<file path="src/rtl/sisc_pkg.sv">
// Shared definitions for the SISC control path: opcode values, controller
// state encoding and the select codes driven onto the datapath muxes.
package sisc_pkg;

  // Opcode values; HLT is all-ones of the opcode width and is decoded in place.
  localparam int unsigned OP_NOOP = 0;
  localparam int unsigned OP_LOD  = 1;
  localparam int unsigned OP_STR  = 2;
  localparam int unsigned OP_SWP  = 3;
  localparam int unsigned OP_BRA  = 4;
  localparam int unsigned OP_BRR  = 5;
  localparam int unsigned OP_BNE  = 6;
  localparam int unsigned OP_BNR  = 7;
  localparam int unsigned OP_ALU  = 8;

  // Controller state encoding (fixed; exposed on the debug state port).
  typedef enum logic [2:0] {
    ST_START   = 3'd0,
    ST_FETCH   = 3'd1,
    ST_DECODE  = 3'd2,
    ST_EXECUTE = 3'd3,
    ST_MEM     = 3'd4,
    ST_WB      = 3'd5,
    ST_HALT    = 3'd6,
    ST_ERR     = 3'd7
  } state_e;

  // ALU operand select.
  localparam logic [1:0] ALU_REG  = 2'b00;
  localparam logic [1:0] ALU_IMM  = 2'b01;
  localparam logic [1:0] ALU_NONE = 2'b10;

  // Register-file write-back source.
  localparam logic [1:0] WB_ALU = 2'b00;
  localparam logic [1:0] WB_MEM = 2'b01;
  localparam logic [1:0] WB_SWP = 2'b10;

  // Memory address source.
  localparam logic [1:0] MM_IMM = 2'b00;
  localparam logic [1:0] MM_REG = 2'b01;

  // True for the four conditional-branch opcodes.
  function automatic logic is_branch_op(input int unsigned op);
    return (op == OP_BRA) || (op == OP_BRR) || (op == OP_BNE) || (op == OP_BNR);
  endfunction

endpackage

</file>
<file path="src/rtl/ctrl_wait_ctr.sv">
// Memory-wait counter for the control unit.
//   clk, rst_f : clock, asynchronous active-low reset
//   clr        : synchronous clear (has priority over en)
//   en         : count one wait cycle
//   tc_c       : combinational flag, high when the count is one short of MAX,
//                i.e. the current wait cycle is the MAX-th
module ctrl_wait_ctr
  #(
    parameter int unsigned MAX = 15
  )
  (
    input  logic clk,
    input  logic rst_f,
    input  logic clr,
    input  logic en,
    output logic tc_c
  );

  localparam int unsigned W = $clog2(MAX + 1);

  logic [W-1:0] cnt;

  // Wait-cycle count register.
  always_ff @(posedge clk or negedge rst_f) begin
    if (!rst_f) begin
      cnt <= '0;
    end else if (clr) begin
      cnt <= '0;
    end else if (en) begin
      cnt <= cnt + W'(1);
    end
  end

  // Terminal count: this wait cycle would bring the count to MAX.
  assign tc_c = (cnt == W'(MAX - 1));

endmodule

</file>
<file path="src/rtl/ctrl_mc.sv">
// Multi-cycle control unit for the SISC processor.
//   clk, rst_f  : clock, asynchronous active-low reset
//   opcode      : current instruction opcode
//   mm          : addressing mode / branch mask, mm[CCW-1] is the immediate bit
//   stat        : ALU status flags
//   mem_ack     : one-cycle data-memory completion strobe
//   run         : resume pulse, honoured only in HALT
//   pc_rst, pc_write, pc_sel, br_sel, ir_load, rf_we, rb_sel, dm_we,
//   mem_req, halted, mem_err : datapath controls and status
//   alu_op, wb_sel, mm_sel   : datapath mux selects
//   state       : present state, for debug
// Outputs are decoded combinationally from the present state and the
// instruction fields, so a reset is visible on them without a clock edge.
module ctrl_mc
  import sisc_pkg::*;
  #(
    parameter int unsigned OPW    = 4,
    parameter int unsigned CCW    = 4,
    parameter int unsigned MEM_TO = 15
  )
  (
    input  logic           clk,
    input  logic           rst_f,
    input  logic [OPW-1:0] opcode,
    input  logic [CCW-1:0] mm,
    input  logic [CCW-1:0] stat,
    input  logic           mem_ack,
    input  logic           run,
    output logic           pc_rst,
    output logic           pc_write,
    output logic           pc_sel,
    output logic           br_sel,
    output logic           ir_load,
    output logic           rf_we,
    output logic           rb_sel,
    output logic           dm_we,
    output logic           mem_req,
    output logic           halted,
    output logic           mem_err,
    output logic [1:0]     alu_op,
    output logic [1:0]     wb_sel,
    output logic [1:0]     mm_sel,
    output logic [2:0]     state
  );

  state_e      state_q;
  state_e      state_d;
  int unsigned op;
  logic        is_hlt;
  logic        is_lod;
  logic        is_str;
  logic        is_swp;
  logic        is_alu;
  logic        is_mem;
  logic        is_branch;
  logic        is_abs_br;
  logic        imm;
  logic        cc_hit;
  logic        br_taken;
  logic [1:0]  alu_sel;
  logic        wait_clr;
  logic        wait_en;
  logic        wait_tc;

  // Instruction field decode.
  assign op        = 32'(opcode);
  assign is_hlt    = &opcode;
  assign is_lod    = (op == OP_LOD);
  assign is_str    = (op == OP_STR);
  assign is_swp    = (op == OP_SWP);
  assign is_alu    = (op == OP_ALU);
  assign is_mem    = is_lod | is_str | is_swp;
  assign is_branch = is_branch_op(op);
  assign is_abs_br = (op == OP_BRA) || (op == OP_BNE);
  assign imm       = mm[CCW-1];
  assign cc_hit    = |(mm & stat);

  // BRA/BRR branch when any masked flag is set, BNE/BNR when none is.
  assign br_taken  = (((op == OP_BRA) || (op == OP_BRR)) &&  cc_hit) ||
                     (((op == OP_BNE) || (op == OP_BNR)) && !cc_hit);

  // ALU operand select shared by EXECUTE and MEM.
  always_comb begin
    alu_sel = ALU_NONE;
    if (is_alu || is_lod || is_str) begin
      alu_sel = imm ? ALU_IMM : ALU_REG;
    end
  end

  // The counter is held clear outside MEM so every MEM visit starts at zero.
  assign wait_clr = (state_q != ST_MEM);
  assign wait_en  = (state_q == ST_MEM) && !mem_ack;

  ctrl_wait_ctr #(
    .MAX (MEM_TO)
  ) u_wait_ctr (
    .clk   (clk),
    .rst_f (rst_f),
    .clr   (wait_clr),
    .en    (wait_en),
    .tc_c  (wait_tc)
  );

  // State register.
  always_ff @(posedge clk or negedge rst_f) begin
    if (!rst_f) begin
      state_q <= ST_START;
    end else begin
      state_q <= state_d;
    end
  end

  // Next-state and output decode.
  always_comb begin
    state_d  = state_q;
    pc_rst   = 1'b0;
    pc_write = 1'b0;
    pc_sel   = 1'b0;
    br_sel   = 1'b0;
    ir_load  = 1'b0;
    rf_we    = 1'b0;
    rb_sel   = 1'b0;
    dm_we    = 1'b0;
    mem_req  = 1'b0;
    halted   = 1'b0;
    mem_err  = 1'b0;
    alu_op   = ALU_NONE;
    wb_sel   = WB_ALU;
    mm_sel   = MM_IMM;

    case (state_q)
      ST_START: begin
        pc_rst  = 1'b1;
        state_d = ST_FETCH;
      end

      ST_FETCH: begin
        ir_load  = 1'b1;
        pc_write = 1'b1;
        state_d  = ST_DECODE;
      end

      ST_DECODE: begin
        if (is_hlt) begin
          state_d = ST_HALT;
        end else if (is_branch) begin
          br_sel = is_abs_br;
          if (br_taken) begin
            pc_write = 1'b1;
            pc_sel   = 1'b1;
          end
          state_d = ST_FETCH;
        end else if (is_mem || is_alu) begin
          state_d = ST_EXECUTE;
        end else begin
          // NOOP and unassigned opcodes fall straight back to fetch.
          state_d = ST_FETCH;
        end
      end

      ST_EXECUTE: begin
        alu_op = alu_sel;
        if (is_mem) begin
          state_d = ST_MEM;
        end else if (is_alu) begin
          state_d = ST_WB;
        end else begin
          state_d = ST_FETCH;
        end
      end

      ST_MEM: begin
        mem_req = 1'b1;
        rb_sel  = 1'b1;
        dm_we   = is_str;
        mm_sel  = imm ? MM_IMM : MM_REG;
        alu_op  = alu_sel;
        // An acknowledge on the terminal wait cycle still completes the access.
        if (mem_ack) begin
          state_d = ST_WB;
        end else if (wait_tc) begin
          state_d = ST_ERR;
        end
      end

      ST_WB: begin
        if (is_alu) begin
          rf_we  = 1'b1;
          wb_sel = WB_ALU;
        end else if (is_lod) begin
          rf_we  = 1'b1;
          wb_sel = WB_MEM;
        end else if (is_swp) begin
          rf_we  = 1'b1;
          wb_sel = WB_SWP;
        end
        state_d = ST_FETCH;
      end

      ST_HALT: begin
        halted = 1'b1;
        if (run) begin
          state_d = ST_FETCH;
        end
      end

      ST_ERR: begin
        // Sticky until reset; run has no effect here.
        halted  = 1'b1;
        mem_err = 1'b1;
      end

      default: begin
        state_d = ST_START;
      end
    endcase
  end

  assign state = state_q;

endmodule

</file>
<file path="config.mk">
export PLATFORM = sky130hd
export DESIGN_NAME = ctrl_mc
export DESIGN_NICKNAME = d
export VERILOG_FILES = /design/src/rtl/sisc_pkg.sv /design/src/rtl/ctrl_wait_ctr.sv /design/src/rtl/ctrl_mc.sv
export SDC_FILE = /design/constraint.sdc
export NUM_CORES = 1
export LEC_CHECK = 0
export ABC_AREA = 1
export CAP_MARGIN = 0
export CELL_PAD_IN_SITES_DETAIL_PLACEMENT = 0
export CELL_PAD_IN_SITES_GLOBAL_PLACEMENT = 1
export CORE_MARGIN = 1.5
export CORE_UTILIZATION = 26
export CTS_CLUSTER_DIAMETER = 100
export DETAILED_ROUTE_END_ITERATION = 16
export GPL_ROUTABILITY_DRIVEN = 1
export PLACE_DENSITY = 0.78
export SYNTH_ARGS = -nofsm -noshare
export SYNTH_HDL_FRONTEND = slang
export SYNTH_SLANG_ARGS = --single-unit
</file>
<file path="constraint.sdc">
create_clock -name clk -period 1.45 [get_ports clk]
set_input_delay 0.145 -clock clk [delete_from_list [all_inputs] [get_ports clk]]
set_output_delay 0.145 -clock clk [all_outputs]
set_load 0.005 [all_outputs]
</file>
==> results.json <==
{
  "dr.pass1.iters": 4,
  "fill_cells": 236,
  "grt_max_degree": 8,
  "final_cells": 218,
  "port_buffers": 34,
  "gr-total-overflow": 0,
  "place_hpwl_microns": 1740,
  "layout_setup_ws_ps": -73.0,
  "crit_buf_inv": 3,
  "fin_nets": 207,
  "diodes": 0,
  "outcome": "finished with violations",
  "clk_pin_slew_ps": 60,
  "dpl_cell_area_sq_um": 1250,
  "synth_seq_area_share": 0.243,
  "gp_congestion": 0.753,
  "drtIter0Drc": 13,
  "antenna_found_initial": 0,
  "cts.sinks": 7,
  "grt_pass1_vias": 906,
  "crit_type": "register to primary output",
  "dp.cells": 199,
  "cellPowerDensity_nw_per_um2": 1430,
  "drive_gt1_frac": 0.511,
  "ys_ff_latch": 7,
  "syn_avg_cell_area_sq_um": 6.32,
  "slew_violations": 0,
  "final.min_clock_period_ps": 1520,
  "ant_nets": 0,
  "crit_path_max_fanout": 3,
  "cts_max_path_buffers": 2,
  "clk_latency_ps": 260,
  "num_rows": 18,
  "hp-class": "input pin to async pin",
  "postLayoutCoreUtil": 0.581,
  "core_area_sq_um": 2540,
  "stdcell_area_sq_um": 1480,
  "power_leakage_nw": 0.804,
  "vias_per_cell": 4.39,
  "cp.required_ps": 1310,
  "tns_ps": -333,
  "critPathCaptureType": "primary output",
  "dp_slack_ps": -439,
  "fin_crit_sh": 1.05,
  "routed-via-count": 957,
  "grt_pass1_wl_microns": 3950,
  "syn_inst": 114,
  "clock.fmax_mhz": 657,
  "area_growth_syn_to_layout_pct": 105,
  "fp.dieH_microns": 55.7,
  "hold_buffers": 0,
  "ys_types": 25,
  "crit_path_start_kind": "register",
  "root_buffer": "clkbuf_4",
  "routed_wl_microns": 2530,
  "cpLargestDelayFamily": "flip-flops",
  "synth_fp_nets": 132,
  "hold_violations": 0,
  "routedWlPerCell_microns": 11.6,
  "route.detailed.drc": 0,
  "cp_slowest_cell": "dfrtp_2",
  "path_cells": "buf_6 -> inv_2 -> nand2_8 -> nor2_8 -> o21ai_2 -> nor2_2 -> buf_2",
  "start_util": 0.283,
  "setup_viol": 9,
  "ir_drop_mv": 0.797,
  "rsz0062_at_grt": "yes",
  "num_io_pins": 36,
  "cts_tree": "built",
  "cts_htree_levels": 1,
  "grt_use_total": 0.156,
  "design.die.area_sq_um": 3100,
  "fin_skew_ps": 9.28,
  "cpPeakStageDelay_ps": 400,
  "arrival_ps": 1380,
  "die_w_microns": 55.7,
  "netlist_area_sq_um": 721,
  "cts_buffers": 3,
  "yosysWarnings": 0,
  "violations": "negative setup slack",
  "maxCapViolCount": 0
}
-- worst reg2reg max path, cell delays in order, from the launching register on --
cell     delay [ps]
dfrtp_2         400
buf_6           130
inv_2           130
nand2_8          80
nor2_8          130
buf_6           120
buf_6           110
nand3_4          70
inv_2            70
a21oi_2          40
nand2_1          60
nand2_1          40
-- layer usage --
layer | track usage | vias up | part of all wire
li1 | - | 501 | -
met1 | 0.196 | 436 | 0.42
met2 | 0.276 | 16 | 0.53
met3 | 0.0326 | 4 | 0.034
met4 | 0.0314 | 0 | 0.016
met5 | 0 | - | 0
-- path summary, 6_finish.rpt --
kind | start | endpoint | slack [ps] | cells past startpoint
hold / removal | rst_f | u_wait_ctr.cnt[3]$_DFFE_PN0P_ | 150 | 1
min in group clk | u_wait_ctr.cnt[3]$_DFFE_PN0P_ | u_wait_ctr.cnt[3]$_DFFE_PN0P_ | 480 | 1
hold reg to reg | u_wait_ctr.cnt[3]$_DFFE_PN0P_ | u_wait_ctr.cnt[3]$_DFFE_PN0P_ | 480 | 1
setup reg to reg | state[0]$_DFFE_PN0P_ | state[0]$_DFFE_PN0P_ | -40 | 11
max in group asynchronous | rst_f | state[0]$_DFFE_PN0P_ | 1030 | 1
setup / recovery | state[0]$_DFFE_PN0P_ | alu_op[0] | -70 | 7
-- logic make-up (layout without fill, tap and decap cells) --
kind of cell | count (synthesis) | after routing | synth area share
AOI/OAI and AO/OA | 12 | 12 | 0.106
xor gates and xnor gates | 1 | 1 | 0.0122
adders and majority gates | 2 | 2 | 0.0347
buffers and inverters | 23 | 97 | 0.148
DFF | 7 | 7 | 0.243
other | 1 | 1 | 0.00520
and+or+nand+nor | 68 | 68 | 0.451
-- repair_timing --
item / in CTS / in global routing
setup endpoints to repair: 19 / 21
buffers inserted: 13 / 4
pin swaps: 6 / 10
endpoints found under the hold margin: 0 / 0
resized for setup: 73 / 34
-- layout make-up --
class / count / area (sq um) / share of cell area
Timing Repair Buffer: 73 / 598 / 0.404
Multi-Input combinational cell: 84 / 558 / 0.377
Sequential cell: 7 / 179 / 0.121
Inverter: 20 / 80.1 / 0.0541
Tap cell: 30 / 37.5 / 0.0254
Clock buffer: 4 / 26.3 / 0.0178
-- synth_stat cells (all sizes together) --
| library cell | instances | share of area |
|---|---|---|
| a31oi | 1 | 0.0087 |
| nor2 | 19 | 0.14 |
| nand2 | 35 | 0.20 |
| nor4 | 1 | 0.0087 |
| a21oi | 4 | 0.033 |
| nor3 | 3 | 0.028 |
| ha | 2 | 0.035 |
| buf | 3 | 0.036 |
| nand3 | 10 | 0.083 |
| o21ai | 7 | 0.064 |
| dfrtp | 7 | 0.24 |
| xor2 | 1 | 0.012 |
| inv | 20 | 0.11 |
| conb | 1 | 0.0052 |
-- cells in the final DEF (no fill, tap or decap), drive strengths merged, types with 4 or more instances in the layout --
master,count
clkbuf,7
inv,20
dfrtp,7
clkdlybuf4s50,11
a21oi,4
nand3,10
nor2,19
buf,50
o21ai,7
dlygate4sd2,8
nand2,35
-- power breakdown --
group / switching, mW / internal, mW / total, mW
logic: 0.767 / 0.873 / 1.64
clock network: 0.0734 / 0.105 / 0.179
registers: 0.0537 / 0.247 / 0.301
-- metrics by stage --
stage	hold slack, ps	total power, mW
global route	174	2.28
global placement	422	1.36
floorplan	-151	0.792
CTS	153	1.84
detailed placement	424	1.36
finish	147	2.12
-- flip-flops by register name, indices dropped and copies added, names as in the netlist --
signal / count
u_wait_ctr.cnt: 4
state: 3
Power figures use the tool's default switching activity.
==> patch (same settings) <==
Change the parameter `CCW` from 4 to 6.
--- a/src/rtl/ctrl_mc.sv
+++ b/src/rtl/ctrl_mc.sv
@@ -15,7 +15,7 @@
   import sisc_pkg::*;
   #(
     parameter int unsigned OPW    = 4,
-    parameter int unsigned CCW    = 4,
+    parameter int unsigned CCW    = 6,
     parameter int unsigned MEM_TO = 15
   )
   (
Interface: changed (resized mm and stat); port bits go from 36 to 40. The function was not compared with the original's and may differ.
==> patch against the unedited design <==
  * The run still ends with setup timing left
  * Count of clock-buffer cells in the layout is the same
  * Critical endpoint is now pc_sel
  * Setup slack lost 0.033 ns
  * Synthesized area shrank 3.0%
  * Largest power group unchanged
  * Synthesized cell count grew 5.3%
  * Sequential cell count is the same
  * Sequential share of layout area grew 0.75 points
  * Total power shrank 17%
  * Routed wire length shrank 7.4%
  * First-iteration DRC count shrank 31%
  * Cell area shrank 5.8%
  * Global-route usage grew 0.47 points
==> patch: results (changes against the unedited design) <==
reg2reg setup slack 0.09 ns (+0.13 ns); met3 GRT Util 1.913% (-1.3 points); setup_tns -0.4337 ns (-0.1010 ns); Clk pwr share 9.9% (+1.5 points); Synth Area in Adders 3.578% (+0.11 points); Seq. pwr 317 µW (+5%); final worst slack -0.1064 ns (-0.03342 ns); met2 WL 1208 µm (-9.2%); M2 GR Usage 31.75% (+4.2 points); Syn Nets 142 (+7.6%); I/O Buffers 38 (+12%); PostCTS Resize Cnt 70 (-4.1%); wire length on met3 198 µm (+130%); CP endpoint pc_sel; routing usage on met1 17.79% (-1.8 points); global-route wire length before repair 3588 µm (-9.1%); Vias/cell 4.470 (+1.8%); final setup fails 8 (-1); Syn Inst Count 120 (+5.3%); WL/cell 10.71 µm (-7.8%); vias in the first global route 892 (-1.5%); failing checks setup timing; Placed Area 1219 µm² (-2.7%); xor-xnor portion of the synthesized cell area 0% (-1.2 points); GR Util All Layers 16.09% (+0.47 points); pre-CTS setup slack -0.4465 ns (-0.007669 ns); status finished with violations; Top Layer Used met3; Max VDD drop 888.8 µV (+11%); initial drt markers 9 (-4); Synth top cells by count nand2_1, inv_1, nor2_1; Synth area leaders dfrtp_1, nand2_1, inv_1; reg2reg end state[2]$_DFFE_PN0P_; estimated wirelength of the detail-placed design 1823 µm (+4.6%); final cell count without fillers 219 (+0.46%); Placed Cells incl. Taps 202 (+1.5%); worst-path fanout max 5 (+2); RD Place Congestion 0.8157 (+8.4%); sequential-to-total area share from yosys stat 25.04% (+0.74 points); Synth Area in Compound Gates 10.02% (-0.57 points)
==> patch: layout make-up <==
type	count	area [µm²]
clock buffers	4	26.28
flip-flops and latches	7	178.9
well taps	30	37.54
inverters	23	91.34
fillers	270	1130
repair buffers	68	593.1
multi-input cells	87	465.4
==> patch: worst min path at each step <==
| stage | endpoint | slack (ns) | depth (start not counted) |
|---|---|---|---|
| after CTS | u_wait_ctr.cnt[0]$_DFFE_PN0P_ | 0.17 | 1 |
| after global placement | u_wait_ctr.cnt[0]$_DFFE_PN0P_ | 0.42 | 1 |
| after global routing | u_wait_ctr.cnt[3]$_DFFE_PN0P_ | 0.17 | 1 |
| after floorplan | state[0]$_DFFE_PN0P_ | -0.15 | 0 |
| after detailed placement | u_wait_ctr.cnt[0]$_DFFE_PN0P_ | 0.44 | 1 |
| final | u_wait_ctr.cnt[0]$_DFFE_PN0P_ | 0.16 | 1 |
